===== src/rtl/dds_pkg.sv =====
// Shared types, latency constants and quarter-wave table generator for the DDS NCO.
// Build option DDS_INTERP_EN selects linear interpolation (latency 5) instead of truncated lookup (latency 3).
package dds_pkg;

  localparam int LAT_TRUNC  = 3;
  localparam int LAT_INTERP = 5;
`ifdef DDS_INTERP_EN
  localparam int LAT = LAT_INTERP;
`else
  localparam int LAT = LAT_TRUNC;
`endif

  typedef enum logic [1:0] {
    QUAD_0 = 2'd0,
    QUAD_1 = 2'd1,
    QUAD_2 = 2'd2,
    QUAD_3 = 2'd3
  } quad_e;

  localparam real PI = 3.14159265358979323846;

  // Half-sample offset keeps the quarter-wave mirror exact and the peak below full scale.
  function automatic int sine_entry(input int k, input int lut_aw, input int out_w);
    real amp;
    real ang;
    int  q;
    q   = 32'sd1 <<< (lut_aw - 2);
    amp = real'((64'sd1 <<< (out_w - 1)) - 64'sd1);
    ang = PI / 2.0 * (real'(k) + 0.5) / real'(q);
    return $rtoi(amp * $sin(ang) + 0.5);
  endfunction

endpackage


===== src/rtl/sine_fold_rom.sv =====
// Quadrant fold, quarter-wave ROM register and sign/output register for one full-wave read port.
module sine_fold_rom
  import dds_pkg::*;
#(
  parameter int LUT_AW = 9,
  parameter int OUT_W  = 16
) (
  input  logic                    clk,
  input  logic                    rst,
  input  logic                    rom_ld_i,
  input  logic                    out_ld_i,
  input  logic [LUT_AW-1:0]       addr_i,
  output logic signed [OUT_W-1:0] val_o
);

  localparam int Q = 2 ** (LUT_AW - 2);

  logic [OUT_W-1:0] rom_s [Q];

  for (genvar k = 0; k < Q; k++) begin : g_rom
    assign rom_s[k] = OUT_W'(sine_entry(k, LUT_AW, OUT_W));
  end

  quad_e                   quad_s;
  logic [LUT_AW-3:0]       idx_s;
  logic                    neg_s;
  logic [OUT_W-1:0]        mag_q, mag_d;
  logic                    neg_q, neg_d;
  logic signed [OUT_W-1:0] val_q, val_d;

  always_comb begin
    quad_s = quad_e'(addr_i[LUT_AW-1 -: 2]);
    idx_s  = addr_i[LUT_AW-3:0];
    neg_s  = 1'b0;
    case (quad_s)
      QUAD_0:  begin idx_s = addr_i[LUT_AW-3:0];  neg_s = 1'b0; end
      QUAD_1:  begin idx_s = ~addr_i[LUT_AW-3:0]; neg_s = 1'b0; end
      QUAD_2:  begin idx_s = addr_i[LUT_AW-3:0];  neg_s = 1'b1; end
      QUAD_3:  begin idx_s = ~addr_i[LUT_AW-3:0]; neg_s = 1'b1; end
      default: begin idx_s = addr_i[LUT_AW-3:0];  neg_s = 1'b0; end
    endcase
  end

  always_comb begin
    mag_d = mag_q;
    neg_d = neg_q;
    val_d = val_q;
    if (rom_ld_i) begin
      mag_d = rom_s[idx_s];
      neg_d = neg_s;
    end else begin
      mag_d = mag_q;
      neg_d = neg_q;
    end
    if (out_ld_i) begin
      val_d = neg_q ? -$signed(mag_q) : $signed(mag_q);
    end else begin
      val_d = val_q;
    end
  end

  always_ff @(posedge clk) begin
    if (rst) begin
      mag_q <= '0;
      neg_q <= 1'b0;
      val_q <= '0;
    end else begin
      mag_q <= mag_d;
      neg_q <= neg_d;
      val_q <= val_d;
    end
  end

  assign val_o = val_q;

endmodule


===== src/rtl/dds_nco.sv =====
// Quadrature DDS numerically controlled oscillator: phase accumulator, offset and sin/cos lookup.
// Define DDS_INTERP_EN for linear interpolation between table points (adds multiply and add stages).
module dds_nco
  import dds_pkg::*;
#(
  parameter int PHASE_W = 32,
  parameter int LUT_AW  = 9,
  parameter int OUT_W   = 16,
  parameter int FRAC_W  = 8
) (
  input  logic                    clk,
  input  logic                    rst,
  input  logic                    en,
  input  logic [PHASE_W-1:0]      phase_inc,
  input  logic                    inc_load,
  input  logic [PHASE_W-1:0]      phase_off,
  input  logic                    sync_clr,
  output logic signed [OUT_W-1:0] sin_o,
  output logic signed [OUT_W-1:0] cos_o,
  output logic                    valid_o
);

  localparam logic [LUT_AW-1:0] QOFF = LUT_AW'(2 ** (LUT_AW - 2));

  logic [PHASE_W-1:0] acc_q, acc_d, inc_q, inc_d, used_s, samp_s;
  logic [LUT_AW-1:0]  sa_q, sa_d;
  logic [LAT-1:0]     vld_q, vld_d;
  logic               unused_samp_s;

  always_comb begin
    used_s = sync_clr ? {PHASE_W{1'b0}} : acc_q;
    samp_s = used_s + phase_off;
    vld_d  = {vld_q[LAT-2:0], en};
    if (en) begin
      acc_d = used_s + inc_q;
      sa_d  = samp_s[PHASE_W-1 -: LUT_AW];
    end else begin
      acc_d = used_s;
      sa_d  = sa_q;
    end
    if (inc_load) begin
      inc_d = phase_inc;
    end else begin
      inc_d = inc_q;
    end
  end

  always_ff @(posedge clk) begin
    if (rst) begin
      acc_q <= '0;
      inc_q <= '0;
      sa_q  <= '0;
      vld_q <= '0;
    end else begin
      acc_q <= acc_d;
      inc_q <= inc_d;
      sa_q  <= sa_d;
      vld_q <= vld_d;
    end
  end

  assign unused_samp_s = ^samp_s;
  assign valid_o       = vld_q[LAT-1];

  logic signed [OUT_W-1:0] s0_s, c0_s;

  sine_fold_rom #(.LUT_AW(LUT_AW), .OUT_W(OUT_W)) u_sin0 (
    .clk(clk), .rst(rst), .rom_ld_i(vld_q[0]), .out_ld_i(vld_q[1]),
    .addr_i(sa_q), .val_o(s0_s)
  );
  sine_fold_rom #(.LUT_AW(LUT_AW), .OUT_W(OUT_W)) u_cos0 (
    .clk(clk), .rst(rst), .rom_ld_i(vld_q[0]), .out_ld_i(vld_q[1]),
    .addr_i(sa_q + QOFF), .val_o(c0_s)
  );

`ifdef DDS_INTERP_EN
  localparam int PW = OUT_W + FRAC_W + 2;

  logic signed [OUT_W-1:0] s1_s, c1_s;
  logic [FRAC_W-1:0]       f1_q, f1_d, f2_q, f2_d, f3_q, f3_d;
  logic signed [OUT_W:0]   dsin_s, dcos_s;
  logic signed [PW-1:0]    ps_q, ps_d, pc_q, pc_d;
  logic signed [OUT_W-1:0] bs_q, bs_d, bc_q, bc_d, so_q, so_d, co_q, co_d;

  sine_fold_rom #(.LUT_AW(LUT_AW), .OUT_W(OUT_W)) u_sin1 (
    .clk(clk), .rst(rst), .rom_ld_i(vld_q[0]), .out_ld_i(vld_q[1]),
    .addr_i(sa_q + LUT_AW'(1)), .val_o(s1_s)
  );
  sine_fold_rom #(.LUT_AW(LUT_AW), .OUT_W(OUT_W)) u_cos1 (
    .clk(clk), .rst(rst), .rom_ld_i(vld_q[0]), .out_ld_i(vld_q[1]),
    .addr_i(sa_q + QOFF + LUT_AW'(1)), .val_o(c1_s)
  );

  // Fraction rides alongside the table pipeline; product and sum keep full precision.
  always_comb begin
    f1_d   = en       ? samp_s[PHASE_W-LUT_AW-1 -: FRAC_W] : f1_q;
    f2_d   = vld_q[0] ? f1_q : f2_q;
    f3_d   = vld_q[1] ? f2_q : f3_q;
    dsin_s = {s1_s[OUT_W-1], s1_s} - {s0_s[OUT_W-1], s0_s};
    dcos_s = {c1_s[OUT_W-1], c1_s} - {c0_s[OUT_W-1], c0_s};
    if (vld_q[2]) begin
      ps_d = PW'(dsin_s) * PW'($signed({1'b0, f3_q}));
      pc_d = PW'(dcos_s) * PW'($signed({1'b0, f3_q}));
      bs_d = s0_s;
      bc_d = c0_s;
    end else begin
      ps_d = ps_q;
      pc_d = pc_q;
      bs_d = bs_q;
      bc_d = bc_q;
    end
    if (vld_q[3]) begin
      so_d = OUT_W'(PW'(bs_q) + (ps_q >>> FRAC_W));
      co_d = OUT_W'(PW'(bc_q) + (pc_q >>> FRAC_W));
    end else begin
      so_d = so_q;
      co_d = co_q;
    end
  end

  always_ff @(posedge clk) begin
    if (rst) begin
      f1_q <= '0; f2_q <= '0; f3_q <= '0;
      ps_q <= '0; pc_q <= '0; bs_q <= '0; bc_q <= '0;
      so_q <= '0; co_q <= '0;
    end else begin
      f1_q <= f1_d; f2_q <= f2_d; f3_q <= f3_d;
      ps_q <= ps_d; pc_q <= pc_d; bs_q <= bs_d; bc_q <= bc_d;
      so_q <= so_d; co_q <= co_d;
    end
  end

  assign sin_o = so_q;
  assign cos_o = co_q;
`else
  logic [FRAC_W-1:0] unused_frac_s;
  assign unused_frac_s = samp_s[PHASE_W-LUT_AW-1 -: FRAC_W];
  assign sin_o = s0_s;
  assign cos_o = c0_s;
`endif

endmodule


===== config.mk =====
export PLATFORM = sky130hd
export DESIGN_NAME = dds_nco
export DESIGN_NICKNAME = d
export VERILOG_FILES = /design/src/rtl/dds_pkg.sv /design/src/rtl/sine_fold_rom.sv /design/src/rtl/dds_nco.sv
export SDC_FILE = /design/constraint.sdc
export NUM_CORES = 1
export LEC_CHECK = 0
export CAP_MARGIN = 20
export CORE_ASPECT_RATIO = 0.6
export CORE_MARGIN = 3
export CORE_UTILIZATION = 35
export CTS_CLUSTER_SIZE = 12
export DETAILED_ROUTE_END_ITERATION = 16
export GPL_TIMING_DRIVEN = 0
export PLACE_DENSITY = 0.57
export SLEW_MARGIN = 20
export SYNTH_ARGS = -nofsm -noshare
export SYNTH_HDL_FRONTEND = slang
export SYNTH_SLANG_ARGS = --single-unit

===== constraint.sdc =====
create_clock -name clk -period 4.9 [get_ports clk]
set_clock_uncertainty 0.2 [all_clocks]
set_input_delay 0.98 -clock clk [delete_from_list [all_inputs] [get_ports clk]]
set_output_delay 0.98 -clock clk [all_outputs]
set_load 0.02 [all_outputs]

==> impl_summary.log, run 1 <==
INFO  metric top_signal_layer_used = met5
INFO  metric die_area = 49,850 um2
INFO  metric multi_input_comb_area = 12,660 um2
INFO  metric finalHoldViolations = 0
INFO  metric place.gp.congestion = 1.093
INFO  metric route.final.wire_length = 98,490 um
INFO  metric met1Wirelength = 46,050 um
INFO  metric sw_power = 2.813 mW
INFO  metric core.rowCount = 60
INFO  metric worst-path-buf-inv = 4
INFO  metric maximum_number_of_pins_on_one_net_before_global_route_repair = 38
INFO  metric drv_slew = 0
INFO  metric floorplan.initialDensity = 36.13%
INFO  metric post-route-cell-area = 19,230 um2
INFO  metric drive_gt1_share = 7.039%
INFO  metric rr_worst_depth = 12
INFO  metric mean_post_synth_cell_area = 6.637 um2
INFO  metric clock_network_power_share = 25.5%
INFO  metric count_of_flip_flops_with_a_built_in_enable_after_synthesis = 0
INFO  metric timing.hold.ws = 0.2857 ns
INFO  metric synth.cell_area = 16,490 um2
INFO  metric timing.fmax = 0.1970 GHz
INFO  metric clock-root-buffer = sky130_fd_sc_hd__clkbuf_16
INFO  metric design.portCount = 102
INFO  metric crit_required = 5.09 ns
INFO  metric violated_checks = setup timing
INFO  metric layout.nets = 2,717
INFO  metric wl_per_cell = 30.40 um
INFO  metric detailroute.wirelength.met2 = 32,710 um
INFO  metric synth_largest_type_area_fraction = 16.99%
INFO  metric critical-path-slowest-cell = sky130_fd_sc_hd__a222oi_1
INFO  metric share_seq_of_total_power = 23.1%
INFO  metric worst_slew_margin_rel = 17.52%
INFO  metric synth-adder-area-share = 4.567%
INFO  metric crit_top_cell = sky130_fd_sc_hd__inv_1
INFO  metric synth_flop_cell = sky130_fd_sc_hd__dfxtp_1
INFO  metric cts_sinks = 140
INFO  metric path_delay_family = compound AO/OA/AOI/OAI gates
INFO  metric critical_path_source_type = flop
INFO  metric routed_via_density = 6.730
INFO  metric grt_first_pass_wirelength = 139,000 um
INFO  metric holdBufCountCts = 0
INFO  metric synthesis.nets = 2,601
INFO  metric critical_path_depth = 12
INFO  metric sequential_area = 2804 um2
INFO  metric rsz0062_at_grt = true
INFO  metric end_kind = flop
INFO  metric synth_cell_types = 97
INFO  metric cellLeakagePower = 7.038 nW
INFO  metric fp.dieH = 174.1 um
INFO  metric synth_cells = 2,485
INFO  metric floorplan.die.width = 286.2 um
INFO  metric synth-seq-cells = 140
INFO  metric synth_mux_area_share = 4.484%
INFO  metric power.internal = 2.717 mW
INFO  metric placed_area = 18,250 um2
INFO  metric filler_cell_count = 4,977
INFO  metric synthSimpleGateAreaFrac = 22.14%
INFO  metric criticalPathCategory = flop to flop
INFO  metric cpPeakStageDelay = 1.03 ns
INFO  metric h-tree-depth = 4
INFO  metric detail-route-antenna-nets = 0
INFO  metric route.detailed.drc = 0
INFO  metric tritoncts.num_buffers = 17
INFO  metric port_buffers = 93
INFO  metric status = complete, but fails checks
INFO  metric worst_skew_pair_latency = 0.46 ns
INFO  metric clock_path_buffers = 2
INFO  metric power.total = 5.530 mW
INFO  metric whs_path_depth = 2
INFO  metric synth_top_family_by_area = compound AO/OA/AOI/OAI gates
INFO  metric worst-slew-pin-transition = 1.233 ns
INFO  metric setup_violations = 2
INFO  metric synth_area_leader_cell = sky130_fd_sc_hd__dfxtp_1
INFO  metric timing.final.crit_period = 5.077 ns
INFO  metric power.share.switching = 50.86%
INFO  metric max-vdd-ir-drop = 0.2338 mV
INFO  metric detailedRoute.firstIterationViolations = 4,176
INFO  metric path_max_fanout = 16
INFO  metric wl_met3 = 18,220 um
INFO  metric comb_power_share = 51.4%
INFO  metric period_share = 103.6%
INFO  metric fin_ws = -0.1767 ns
INFO  metric clk_transition_reported_paths = 0.08 ns
INFO  metric arrival = 5.26 ns
INFO  metric antenna_found_initial = 2
INFO  metric area_growth = 16.60%
INFO  metric grt_use_total = 37.75%
INFO  metric grt-ovfl-total = 0
INFO  metric netlist_top_cells_area = sky130_fd_sc_hd__dfxtp_1 (17%), sky130_fd_sc_hd__nor2_1 (7.5%), sky130_fd_sc_hd__a21oi_1 (7.2%)
INFO  metric yosysSeqAreaShare = 16.99%
INFO  metric utilization = 42.13%
INFO  metric dp.final_hpwl = 77,140 um
INFO  metric grt_pass1_vias = 19,130
INFO  metric synthXorXnorAreaFrac = 7.162%
INFO  metric cap_violations = 0
INFO  metric crit_chain = buf_2 -> xor2_2 -> buf_6 -> inv_1 -> ha_1 -> inv_1 -> a21oi_1 -> o311ai_1 -> o221ai_1 -> a222oi_1 -> mux2i_1 -> nor2_1
INFO  metric floorplan.core_area = 45,640 um2
INFO  metric route.vias.total = 21,810
INFO  metric synthesis.yosys.warnings = 0
INFO  metric power.density_cell_area = 287.6 nW/um2
INFO  metric cts_tree = yes
INFO  metric first_pass_iters = 7
INFO  metric synth_compound_gate_area_share = 36.84%
INFO  metric share_of_flip_flops_with_an_asynchronous_set_or_reset = 0%
INFO  metric timing.hold.worst.class = flop to flop
synthesized netlist by cell type, types with 16 or more instances:
| cell | number |
|---|---|
| sky130_fd_sc_hd__xor2_1 | 70 |
| sky130_fd_sc_hd__o32ai_1 | 16 |
| sky130_fd_sc_hd__o221ai_1 | 28 |
| sky130_fd_sc_hd__a31oi_1 | 68 |
| sky130_fd_sc_hd__o31ai_1 | 24 |
| sky130_fd_sc_hd__buf_1 | 40 |
| sky130_fd_sc_hd__o211ai_1 | 52 |
| sky130_fd_sc_hd__nor3_1 | 40 |
| sky130_fd_sc_hd__nand2b_1 | 18 |
| sky130_fd_sc_hd__inv_1 | 59 |
| sky130_fd_sc_hd__nand2_1 | 272 |
| sky130_fd_sc_hd__nor2b_1 | 29 |
| sky130_fd_sc_hd__a221oi_1 | 22 |
| sky130_fd_sc_hd__mux2i_1 | 66 |
| sky130_fd_sc_hd__clkbuf_1 | 167 |
| sky130_fd_sc_hd__dfxtp_1 | 140 |
| sky130_fd_sc_hd__a211oi_1 | 66 |
| sky130_fd_sc_hd__nand3_1 | 44 |
| sky130_fd_sc_hd__xnor2_1 | 63 |
| sky130_fd_sc_hd__o22ai_1 | 55 |
| sky130_fd_sc_hd__nor2_1 | 330 |
| sky130_fd_sc_hd__ha_1 | 47 |
| sky130_fd_sc_hd__a21o_1 | 23 |
| sky130_fd_sc_hd__o21ai_0 | 193 |
| sky130_fd_sc_hd__a21oi_1 | 238 |
| sky130_fd_sc_hd__a22oi_1 | 17 |
| sky130_fd_sc_hd__buf_2 | 37 |
placed cells by master, fill, tap and decap left out, types with 36 or more instances in the layout:
cell,n
sky130_fd_sc_hd__ha_1,44
sky130_fd_sc_hd__inv_1,59
sky130_fd_sc_hd__nand3_1,44
sky130_fd_sc_hd__a31oi_1,65
sky130_fd_sc_hd__clkdlybuf4s50_1,92
sky130_fd_sc_hd__buf_1,36
sky130_fd_sc_hd__xor2_1,68
sky130_fd_sc_hd__nor2_1,326
sky130_fd_sc_hd__xnor2_1,62
sky130_fd_sc_hd__mux2i_1,66
sky130_fd_sc_hd__buf_2,37
sky130_fd_sc_hd__nand2_1,272
sky130_fd_sc_hd__a21oi_1,234
sky130_fd_sc_hd__o211ai_1,52
sky130_fd_sc_hd__nor3_1,38
sky130_fd_sc_hd__o22ai_1,53
sky130_fd_sc_hd__a211oi_1,64
sky130_fd_sc_hd__dfxtp_1,139
sky130_fd_sc_hd__clkbuf_1,145
sky130_fd_sc_hd__o21ai_0,189
per-stage QoR:
step                worst slack, ns  instances  TNS [ns]
finish                      -0.1767       3240   -0.2360
global route                -0.1114       3234   -0.1114
CTS                         0.01953       3232         0
detailed placement           -2.567       3201    -75.65
global placement             -2.958       3198    -89.07
floorplan                   0.02914       2485         0
final cells by class:
cell class / count / area share, %
Tap cell: 620 / 4.034
Sequential cell: 140 / 14.58
Buffer: 242 / 5.557
Timing Repair Buffer: 107 / 5.511
Inverter: 63 / 1.256
Clock inverter: 15 / 0.9109
Multi-Input combinational cell: 2030 / 65.86
Antenna cell: 6 / 0.07808
Clock buffer: 17 / 2.212
worst register-to-register path: stages, from the launching register on:
cell and delay (ns):
sky130_fd_sc_hd__dfxtp_1 0.35, sky130_fd_sc_hd__buf_2 0.42, sky130_fd_sc_hd__xor2_2 0.35, sky130_fd_sc_hd__buf_6 0.25, sky130_fd_sc_hd__inv_1 0.38, sky130_fd_sc_hd__ha_1 0.54
sky130_fd_sc_hd__inv_1 0.23, sky130_fd_sc_hd__a21oi_1 0.10, sky130_fd_sc_hd__o311ai_1 0.58, sky130_fd_sc_hd__o221ai_1 0.24, sky130_fd_sc_hd__a222oi_1 1.03, sky130_fd_sc_hd__mux2i_1 0.17
sky130_fd_sc_hd__nor2_1 0.17
flip-flops by register name, summed over array words and instances, names as in the netlist:
register	cells
u_sin0.mag_q	15
u_sin0.val_o	16
u_cos0.val_o	16
acc_q	32
vld_q	3
u_cos0.mag_q	15
inc_q	32
u_sin0.neg_q	1
u_cos0.neg_q	1
sa_q	9
path summary, 6_finish.rpt:
kind / startpoint / endpoint / slack, ns
min reg2reg: u_sin0.val_o[15] / u_sin0.val_o[15] / 0.29
min: u_sin0.val_o[15] / u_sin0.val_o[15] / 0.29
max: sa_q[7] / u_cos0.mag_q[5] / -0.18
max reg2reg: sa_q[7] / u_cos0.mag_q[5] / -0.18
logic make-up (layout without fill, tap and decap cells):
family,Yosys count,in the layout
XOR/XNOR,134,134
AND/OR/NAND/NOR,825,825
adder cells (fa/ha/maj),63,63
multiplexers,70,70
flip-flops,140,140
AO/OA/AOI/OAI,938,938
other,0,6
buffers and inverters,315,444
routing by layer:
metal	vias to the layer above	track usage (%)
met2	1773	42.65
met4	4	5.664
met1	10550	58.63
li1	9321	-
met5	-	1.923
met3	159	21.56
power groups by stage:
stage / Sequential (mW) / Clock (mW) / Combinational, mW
finish: 1.27 / 1.41 / 2.84
global route: 1.28 / 1.47 / 2.89
CTS: 1.27 / 1.42 / 2.58
detailed placement: 1.29 / 0 / 2.55
global placement: 1.29 / 0 / 2.59
floorplan: 1.28 / 0 / 1.49
what timing repair did:
action                                  4_1_cts  5_1_grt
cloned                                        0        1
pin swaps                                     7        8
resized for setup                            49       56
buffers inserted                              6        4
endpoints found under the setup margin       62       33
No activity file was read; power rests on OpenSTA's default activity.
==> inputs of run 2 (changes only) <==
--- a/config.mk
+++ b/config.mk
@@ -13,6 +13,7 @@
 export DETAILED_ROUTE_END_ITERATION = 16
 export GPL_TIMING_DRIVEN = 0
 export PLACE_DENSITY = 0.57
+export RECOVER_POWER = 50
 export SLEW_MARGIN = 20
 export SYNTH_ARGS = -nofsm -noshare
 export SYNTH_HDL_FRONTEND = slang
==> impl_summary.log, run 2 (synthesis results as in run 1) <==
INFO  metric final_cell_mix = sky130_fd_sc_hd__nor2_1 (326), sky130_fd_sc_hd__nand2_1 (272), sky130_fd_sc_hd__a21oi_1 (234)
INFO  metric finalHoldViolations = 0
INFO  metric clk_transition_reported_paths = 0.08 ns
INFO  metric wl_per_cell = 30.45 um
INFO  metric crit_chain = buf_2 -> xor2_2 -> buf_6 -> inv_1 -> ha_1 -> inv_1 -> a21oi_1 -> o311ai_1 -> o221ai_1 -> a222oi_1 -> mux2i_1 -> nor2_1
INFO  metric arrival = 5.17 ns
INFO  metric drv_slew = 0
INFO  metric holdBufCountCts = 0
INFO  metric dp.final_hpwl = 77,140 um
INFO  metric setup_violations = 4
INFO  metric h-tree-depth = 4
INFO  metric place.gp.congestion = 1.093
INFO  metric route.detailed.drc = 0
INFO  metric detailedRoute.firstIterationViolations = 4,174
INFO  metric cap_violations = 0
INFO  metric first_pass_iters = 7
INFO  metric worst_skew_pair_latency = 0.46 ns
INFO  metric floorplan.initialDensity = 36.13%
INFO  metric power.density_cell_area = 287.4 nW/um2
INFO  metric criticalPathCategory = flop to flop
INFO  metric clock_path_buffers = 2
INFO  metric rr_worst_depth = 12
INFO  metric grt_use_total = 37.75%
INFO  metric fp.dieH = 174.1 um
INFO  metric grt_first_pass_wirelength = 139,000 um
INFO  metric cts_sinks = 140
INFO  metric most_common_library_cell_in_the_layout_ignoring_fill_and_taps = sky130_fd_sc_hd__nor2_1
INFO  metric worst_r2r_startpoint = sa_q[7]
INFO  metric route.final.wire_length = 98,570 um
INFO  metric layout.nets = 2,717
INFO  metric area_growth = 16.55%
INFO  metric fin_ws = -0.08706 ns
INFO  metric detail-route-antenna-nets = 0
INFO  metric grt-ovfl-total = 0
INFO  metric drive_gt1_share = 7.039%
INFO  metric rsz0062_at_grt = true
INFO  metric crit_required = 5.09 ns
INFO  metric filler_cell_count = 4,979
INFO  metric tritoncts.num_buffers = 17
INFO  metric worst_slew_margin_rel = 17.11%
INFO  metric maximum_number_of_pins_on_one_net_before_global_route_repair = 38
INFO  metric max-vdd-ir-drop = 0.2324 mV
INFO  metric critical-path-slowest-cell = sky130_fd_sc_hd__a222oi_1
INFO  metric port_buffers = 93
INFO  metric post-route-cell-area = 19,220 um2
INFO  metric status = complete, but fails checks
INFO  metric path_max_fanout = 16
INFO  metric layout_top_registers = acc_q (32), inc_q (32)
INFO  metric end_kind = flop
INFO  metric die_area = 49,850 um2
INFO  metric antenna_found_initial = 2
INFO  metric timing.reg2reg.setup_slack = -0.09 ns
INFO  metric placed_area = 18,250 um2
INFO  metric worst-slew-pin-transition = 1.239 ns
INFO  metric cpPeakStageDelay = 1.01 ns
INFO  metric floorplan.core_area = 45,640 um2
INFO  metric design.portCount = 102
INFO  metric cts_tree = yes
INFO  metric power.total = 5.524 mW
INFO  metric clock-root-buffer = sky130_fd_sc_hd__clkbuf_16
INFO  metric violated_checks = setup timing
INFO  metric whs_path_depth = 2
INFO  metric crit_top_cell = sky130_fd_sc_hd__inv_1
INFO  metric route.vias.total = 21,960
INFO  metric floorplan.die.width = 286.2 um
INFO  metric critical_path_source_type = flop
INFO  metric min_from = u_sin0.val_o[15]
INFO  metric grt_pass1_vias = 19,130
INFO  metric core.rowCount = 60
INFO  metric routed_via_density = 6.784
INFO  metric period_share = 101.8%
INFO  metric timing.fmax = 0.2005 GHz
INFO  metric crit_start = sa_q[7]
INFO  metric timing.final.crit_period = 4.987 ns
INFO  metric timing.hold.worst.class = flop to flop
INFO  metric cellLeakagePower = 7.143 nW
-- run 2: cell count changes in the layout (fill, tap and decap cells not counted), sizes merged --
cell and change:
diode -3, dlygate4sd3 +35, clkbuf +2, buf -2, clkdlybuf4s50 -35
-- run 2: critical path, delay by kind of cell, from the launching register on --
family / cells / cell delay [ns]
xor gates and xnor gates: 1 / 0.34
AOI/OAI and AO/OA: 4 / 1.87
adders and majority gates: 1 / 0.54
and+or+nand+nor: 1 / 0.17
DFF: 1 / 0.35
buffers and inverters: 4 / 1.24
muxes: 1 / 0.17
-- run 2: layer usage --
| layer | global-route usage [%] | routed length [um] | up-vias |
|---|---|---|---|
| met2 | 42.65 | 32530 | 1818 |
| met4 | 5.664 | 1540 | 6 |
| li1 | - | - | 9329 |
| met3 | 21.56 | 18190 | 175 |
| met5 | 1.923 | 152 | - |
| met1 | 58.63 | 46150 | 10630 |
-- run 2: worst paths after layout --
| path | end |
|---|---|
| hold reg to reg | u_sin0.val_o[15] |
| setup / recovery | u_cos0.mag_q[5] |
| setup reg to reg | u_cos0.mag_q[5] |
| hold / removal | u_sin0.val_o[15] |
-- run 2: cell type report --
type,count,area (um2),share of cell area (%)
Clock buffer,17,425.4,2.213
Timing Repair Buffer,107,1060,5.513
Clock inverter,15,175.2,0.9113
Multi-Input combinational cell,2030,12660,65.89
Inverter,63,241.5,1.256
Sequential cell,140,2804,14.59
Tap cell,620,775.7,4.036
Buffer,242,1069,5.559
Antenna cell,3,7.507,0.03905
-- run 2: power breakdown --
part           leakage (nW)  switching [mW]  internal (mW)
logic                  5.70            2.06          0.778
clock network         0.294           0.679          0.731
registers              1.15          0.0698           1.20
total                  7.14            2.81           2.71
-- run 2: what timing repair did --
action,CTS,global route
hold endpoints to repair,0,0
gates resized for setup,49,56
buffers inserted,6,4
pin swaps,7,8
gates cloned,0,1
endpoints found under the setup margin,62,33
-- run 2: per-stage QoR --
stage	setup slack, ns	TNS [ns]	std cells	hold WS (ns)	util (%)
floorplan	0.02914	0	2485	0.2648	-
global placement	-2.958	-89.07	3198	0.2756	39.88
detailed placement	-2.567	-75.65	3201	0.2697	39.99
CTS	0.01953	0	3232	0.2881	41.72
global route	-0.1114	-0.1114	3234	0.3107	42.10
finish	-0.08706	-0.2007	3237	0.2821	42.11
